## src/rtl/sw_pkg.sv

```systemverilog
// Shared switch-debouncer constants and the switch word type.
package sw_pkg;

  localparam int unsigned SW_WIDTH           = 32;
  localparam int unsigned SW_SYNC_STAGES     = 2;
  localparam int unsigned SW_DEBOUNCE_CYCLES = 16;

  typedef logic [SW_WIDTH-1:0] sw_word_t;

endpackage

```

## src/rtl/sw_debounce_bit.sv

```systemverilog
// One switch bit: synchronizer, optional debounce counter, stable flop and toggle pulse.
// Debounce counter exists only when SW_DEBOUNCE_EN is defined; otherwise the stable flop is a plain register.
module sw_debounce_bit
  import sw_pkg::*;
#(
  parameter int unsigned SYNC_STAGES     = SW_SYNC_STAGES,
  parameter int unsigned DEBOUNCE_CYCLES = SW_DEBOUNCE_CYCLES
) (
  input  logic i_clk,
  input  logic i_reset,
  input  logic i_sw,
  output logic o_stable,
  output logic o_toggle
);

  if (SYNC_STAGES < 2 || SYNC_STAGES > 4 || DEBOUNCE_CYCLES < 1) begin : g_bad_param
    $error("sw_debounce_bit: SYNC_STAGES must be 2..4 and DEBOUNCE_CYCLES >= 1");
  end

  logic [SYNC_STAGES-1:0] r_sync;
  logic                   r_stable;
  logic                   w_sync;
  logic                   w_toggle;

  always_ff @(posedge i_clk or negedge i_reset) begin
    if (!i_reset) begin
      r_sync <= '0;
    end else begin
      r_sync <= {r_sync[SYNC_STAGES-2:0], i_sw};
    end
  end

  assign w_sync = r_sync[SYNC_STAGES-1];

`ifdef SW_DEBOUNCE_EN
  localparam int unsigned CntW = $clog2(DEBOUNCE_CYCLES + 1);
  localparam logic [CntW-1:0] CntDone = CntW'(DEBOUNCE_CYCLES - 1);

  logic [CntW-1:0] r_cnt;

  assign w_toggle = (w_sync != r_stable) && (r_cnt == CntDone);

  always_ff @(posedge i_clk or negedge i_reset) begin
    if (!i_reset) begin
      r_cnt    <= '0;
      r_stable <= 1'b0;
    end else if (w_sync == r_stable) begin
      r_cnt <= '0;
    end else if (w_toggle) begin
      r_stable <= w_sync;
      r_cnt    <= '0;
    end else if (r_cnt != '1) begin
      // Saturate rather than wrap so a stuck count can never alias to CntDone.
      r_cnt <= r_cnt + CntW'(1);
    end
  end
`else
  assign w_toggle = (w_sync != r_stable);

  always_ff @(posedge i_clk or negedge i_reset) begin
    if (!i_reset) begin
      r_stable <= 1'b0;
    end else begin
      r_stable <= w_sync;
    end
  end
`endif

  assign o_stable = r_stable;
  assign o_toggle = w_toggle;

endmodule

```

## src/rtl/sw_debouncer.sv

```systemverilog
// Switch debouncer top: WIDTH independent bit debouncers plus sticky change mask.
// Define SW_DEBOUNCE_EN for full debounce; undefined gives a synchronize-and-register path.
module sw_debouncer
  import sw_pkg::*;
#(
  parameter int unsigned WIDTH           = SW_WIDTH,
  parameter int unsigned SYNC_STAGES     = SW_SYNC_STAGES,
  parameter int unsigned DEBOUNCE_CYCLES = SW_DEBOUNCE_CYCLES
) (
  input  logic             i_clk,
  input  logic             i_reset,
  input  logic [WIDTH-1:0] i_io_sw,
  input  logic             i_chg_clr,
  output logic [WIDTH-1:0] o_sw_stable,
  output logic [WIDTH-1:0] o_chg_mask,
  output logic             o_chg_any
);

  logic [WIDTH-1:0] w_toggle;
  logic [WIDTH-1:0] r_chg_mask;
  logic             r_chg_any;

  for (genvar g = 0; g < WIDTH; g++) begin : g_bit
    sw_debounce_bit #(
      .SYNC_STAGES    (SYNC_STAGES),
      .DEBOUNCE_CYCLES(DEBOUNCE_CYCLES)
    ) u_bit (
      .i_clk   (i_clk),
      .i_reset (i_reset),
      .i_sw    (i_io_sw[g]),
      .o_stable(o_sw_stable[g]),
      .o_toggle(w_toggle[g])
    );
  end

  // A toggle on the clearing edge wins over the clear.
  always_ff @(posedge i_clk or negedge i_reset) begin
    if (!i_reset) begin
      r_chg_mask <= '0;
      r_chg_any  <= 1'b0;
    end else begin
      r_chg_mask <= (i_chg_clr ? '0 : r_chg_mask) | w_toggle;
      r_chg_any  <= |r_chg_mask;
    end
  end

  assign o_chg_mask = r_chg_mask;
  assign o_chg_any  = r_chg_any;

endmodule
```

## config.mk

```make
export PLATFORM = sky130hd
export DESIGN_NAME = sw_debouncer
export DESIGN_NICKNAME = d
export VERILOG_FILES = /design/src/rtl/sw_pkg.sv /design/src/rtl/sw_debounce_bit.sv /design/src/rtl/sw_debouncer.sv
export SDC_FILE = /design/constraint.sdc
export NUM_CORES = 1
export LEC_CHECK = 0
export CAP_MARGIN = 10
export CORE_UTILIZATION = 48
export DETAILED_ROUTE_END_ITERATION = 12
export PLACE_DENSITY = 0.86
export SYNTH_ARGS = -nofsm -noshare
export SYNTH_HDL_FRONTEND = slang
export SYNTH_SLANG_ARGS = --single-unit
```

## constraint.sdc

```tcl
create_clock -name i_clk -period 1.45 [get_ports i_clk]
set_input_delay 0.2175 -clock i_clk [delete_from_list [all_inputs] [get_ports i_clk]]
set_output_delay 0.2175 -clock i_clk [all_outputs]
set_load 0.05 [all_outputs]
```

; After elaboration in Yosys (flattened, before gate mapping)
; Cells that the tools add are included.
[op_classes]
n_shift = 0
mul = 0
n_reduce_logical = 1
n_div = 0
n_lt_le_gt_ge = 0
bitwise_logic = 1
n_eq_ne = 32
addsub = 0
n_mux = 1
[ops]
columns = op, n
row1 = 2-to-1 mux 32 bit, 1
row2 = inequality test 1 bit, 32
row3 = bitwise OR 32 bit, 1
row4 = OR reduction 32 bit, 1
[word_totals]
output_inout_bits = 65
n_memories = 0
ff_bits = 129
mem_bits_rw = 0
in_bits = 35
latch_bits = 0
romBits = 0

; Depth between registers and ports, before layout
[depth]
word_depth = 2
mapped_depth = 3
depth_no_buf = 3

; Cells and area by module
; Synthesis repeated with hierarchy kept, for this count alone.
[unflattened]
cells_unflattened = 208
area_unflattened_um2 = 3843.7
[by_module_without_submodules]
columns = mod, area_each_um2, cells_per_inst, n_inst
row1 = sw_debounce_bit, 83.8, 4, 32
row2 = sw_debouncer, 1161.1, 80, 1

; Worst setup path before layout
; OpenSTA, ideal clock, no wires.
[synth_timing]
path_type = reg2reg
startpoint = reg r_chg_mask[25], in the netlist o_chg_mask[25]
endpoint = reg r_chg_any, in the netlist o_chg_any
period_less_slack_ns = 1.314
arrival_time_ns = 1.189
path_slack_ns = 0.136
stages_incl_launch_ff = 4
path_buffers = 0
cell_sequence = dfrtp_1 nor4_1 nand4_1 or2_1
[synth_between]
elab_chain_cells = 1
[synth_rtl]
columns = item, line_no
row1 = from (decl), sw_debouncer.sv:20  ; logic [WIDTH-1:0] r_chg_mask;
row2 = from (signal assigned), sw_debouncer.sv:42  ; r_chg_mask <= (i_chg_clr ? '0 : r_chg_mask) | w_toggle;
row3 = OR reduction 32 bit, sw_debouncer.sv:43  ; r_chg_any <= |r_chg_mask;
row4 = to (signal assigned), sw_debouncer.sv:43
row5 = to (decl), sw_debouncer.sv:21  ; logic r_chg_any;
; Every way passes these cells.

; Final worst setup path
[layout_timing]
startpoint = reg r_chg_mask[11], in the netlist o_chg_mask[11]
endpoint = out o_chg_mask[11]
[layout_rtl]
columns = item, line_no
row1 = to (decl), sw_debouncer.sv:15  ; output logic [WIDTH-1:0] o_chg_mask,
; No word-level cell between the ends.

==> metrics.md <==
| Metric | Value |
|---|---|
| Syn nets | 306 |
| Post-synthesis sequential area ratio | 78.4% |
| Row Count | 33 |
| RSZ-0062 raised after global routing | false |
| Slew @ Worst Pin | 0.371 ns |
| Largest net degree at the start of global routing | 40 |
| FFs w/ async S/R, synth | 100% |
| Tcrit/Tclk final | 95.9% |
| Core area | 8260 um^2 |
| Hold Vio Cnt, Final | 0 |
| Grt ovf | 0 |
| Die H | 94.6 um |
| Most common cell in the netlist | dfrtp_1 |
| Max_cap viols | 0 |
| R2R depth | 3 |
| N_diodes | 0 |
| Area contributors post-synth | dfrtp_1 78%, xnor2_1 6.8%, buf_4 5.8% |
| Initial core utilization | 49.8% |
| #FFs+latches synth | 129 |
| Postcts setup bufs | 0 |
| Clk_skew | 0.0110 ns |
| All-Layer GR Usage | 20.0% |
| Mapped Cells | 271 |
| Total power | 10.1 mW |
| Setup violators final | 0 |
| Die area | 8950 um^2 |
| CTS resizes | 0 |
| Via Count | 2200 |
| Initial drt markers | 79 |
| Vias in the first global route | 2415 |
| Crit path time final | 1.39 ns |
| Port bufs | 99 |
| Detailed placement HPWL | 5170 um |
| Initial antenna violation count | 0 |
| Clk slew on worst S/H paths | 0.06 ns |
| Startpoint types | flop |
| Yosys top cell area share | 78.4% |
| PD cells | 1600 nW/um^2 |
| Synth unique cells | 10 |
| HP Class | primary input to flop |
| Layout cell share with drive strength beyond 1 | 27.4% |
| Clock Latency Late Sink | 0.50 ns |
| First-pass GRT wire length | 12600 um |
| Hold depth | 1 |
| Main synth FF type | dfrtp_1 |
| Largest area contributor in the netlist | dfrtp_1 |
| Met3 Track Usage GR | 4.83% |
| Final TNS setup | 0 ns |
| Setup Crit Path Kind | flop to output pin |
| Clk buf depth | 2 |
| Fill cells | 464 |
| Leakage power total | 2.91 nW |
| DRC violations left | 0 |
| Routed Antenna Nets | 0 |
| Root buf cell | clkbuf_8 |
| GR Util met2 | 34.5% |
| Total wire length | 7820 um |
| Die width | 94.6 um |
| Setup crit end kind | output pin |
| Worst-path maximum fanout | 2 |
| Via-to-Cell Ratio | 4.61 |
| Total clock sinks | 129 |
| Commonest cells post-synth | 129 x dfrtp_1, 32 x buf_4, 32 x inv_1, 32 x o21ai_0, 32 x xnor2_1 |
| I/O Pins | 100 |
| H-tree levels | 4 |
| Slew Limit Headroom | 75.0% |
| Final GP Congestion | 0.730 |
| Met1 usage | 23.2% |
| Fmax | 719 MHz |
| TritonRoute pass-1 iters | 4 |
| TritonCTS Buffers | 17 |
| YS warnings | 0 |
| Arr. time, crit path | 1.17 ns |
| Outcome | finished, final reports clean |
| TritonCTS clock tree | built |
| Critical Path RT | 1.23 ns |
| P&R area growth vs syn | 54.3% |
| VDD IR max | 1.30 mV |
| Grt peak-use layer | met2 |
| Slew Limit Fails | 0 |
| Cell area after synthesis | 4120 um^2 |
| Syn avg cell area | 15.2 um^2 |
| Post-synth EDFFs | 0 |
| Fin nets | 395 |
| Avg WL per Cell | 16.4 um |
[through the flow]
stage                     std cells  util, %  hold slack, ns  setup slack [ns]  instance area, um^2
after floorplan                 271        -         -0.0781             0.136                 4120
after global placement          445     69.0           0.138             0.104                 5700
after detailed placement        445     69.0           0.142            0.0995                 5700
after CTS                       477     76.9           0.129            0.0354                 6350
after global routing            477     76.9           0.134            0.0138                 6350
final                           477     76.9           0.150            0.0594                 6350
[area by class of cell]
cell class | instances | area, um^2 | area share (%)
clock inverter | 10 | 181 | 2.86
timing repair buffer | 105 | 1720 | 27.0
inverter | 32 | 120 | 1.89
tap | 105 | 131 | 2.07
sequential | 129 | 3230 | 50.8
multi-input combinational | 75 | 515 | 8.12
clock buffer | 21 | 459 | 7.23
[per-layer routing]
layer	part of all wire [%]	wire length [um]	vias up
met2	56	4400	69
met5	0	0	-
met1	38	2980	1115
li1	-	-	1001
met3	3.1	239	15
met4	2.5	199	0
[placed cells by master (no fill, tap or decap), types with 4 or more instances in the layout]
cell             instances
buf_12                  67
bufinv_16                5
clkbuf_16               16
clkbuf_8                 4
clkdlybuf4s50_1         33
dfrtp_1                129
inv_1                   32
nor4_1                   7
o21ai_0                 32
xnor2_1                 32
[power by group]
| part | internal [mW] | switching, mW |
|---|---|---|
| logic | 0.743 | 0.786 |
| registers | 3.84 | 0.251 |
| clock network | 3.08 | 1.43 |
[critical path: stages (launching register included)]
cell and delay, ns:
dfrtp_1 0.38, buf_4 0.15, buf_12 0.14
[final timing paths]
| check | from | to | slack (ns) |
|---|---|---|---|
| max | o_chg_mask[11] | o_chg_mask[11] | 0.06 |
| min | i_io_sw[2] | g_bit[2].u_bit.r_sync[0] | 0.15 |
| max reg2reg | o_chg_mask[25] | o_chg_any | 0.11 |
| min reg2reg | g_bit[26].u_bit.r_sync[0] | g_bit[26].u_bit.r_sync[1] | 0.34 |
| max in group asynchronous | i_reset | o_chg_mask[20] | 0.64 |
| min in group asynchronous | i_reset | g_bit[22].u_bit.r_sync[1] | 0.23 |
[cells by family after synthesis]
kind of cell,after synthesis,share of synthesized area [%]
simple gates,11,1.82
flops,129,78.4
xor+xnor,32,6.81
buf+inv,67,9.03
compound gates,32,3.89
[state kept, by name, summed over array words and instances, names as in the netlist]
signal,count
o_chg_mask,32
g_bit.u_bit.r_sync,64
o_chg_any,1
g_bit.u_bit.o_stable,32
[timing repair]
action | CTS | global route
hold endpoints to repair | 129 | 0
hold buffers | 1 | 0
setup endpoints to repair | 0 | 0
Power figures use the tool's default switching activity.
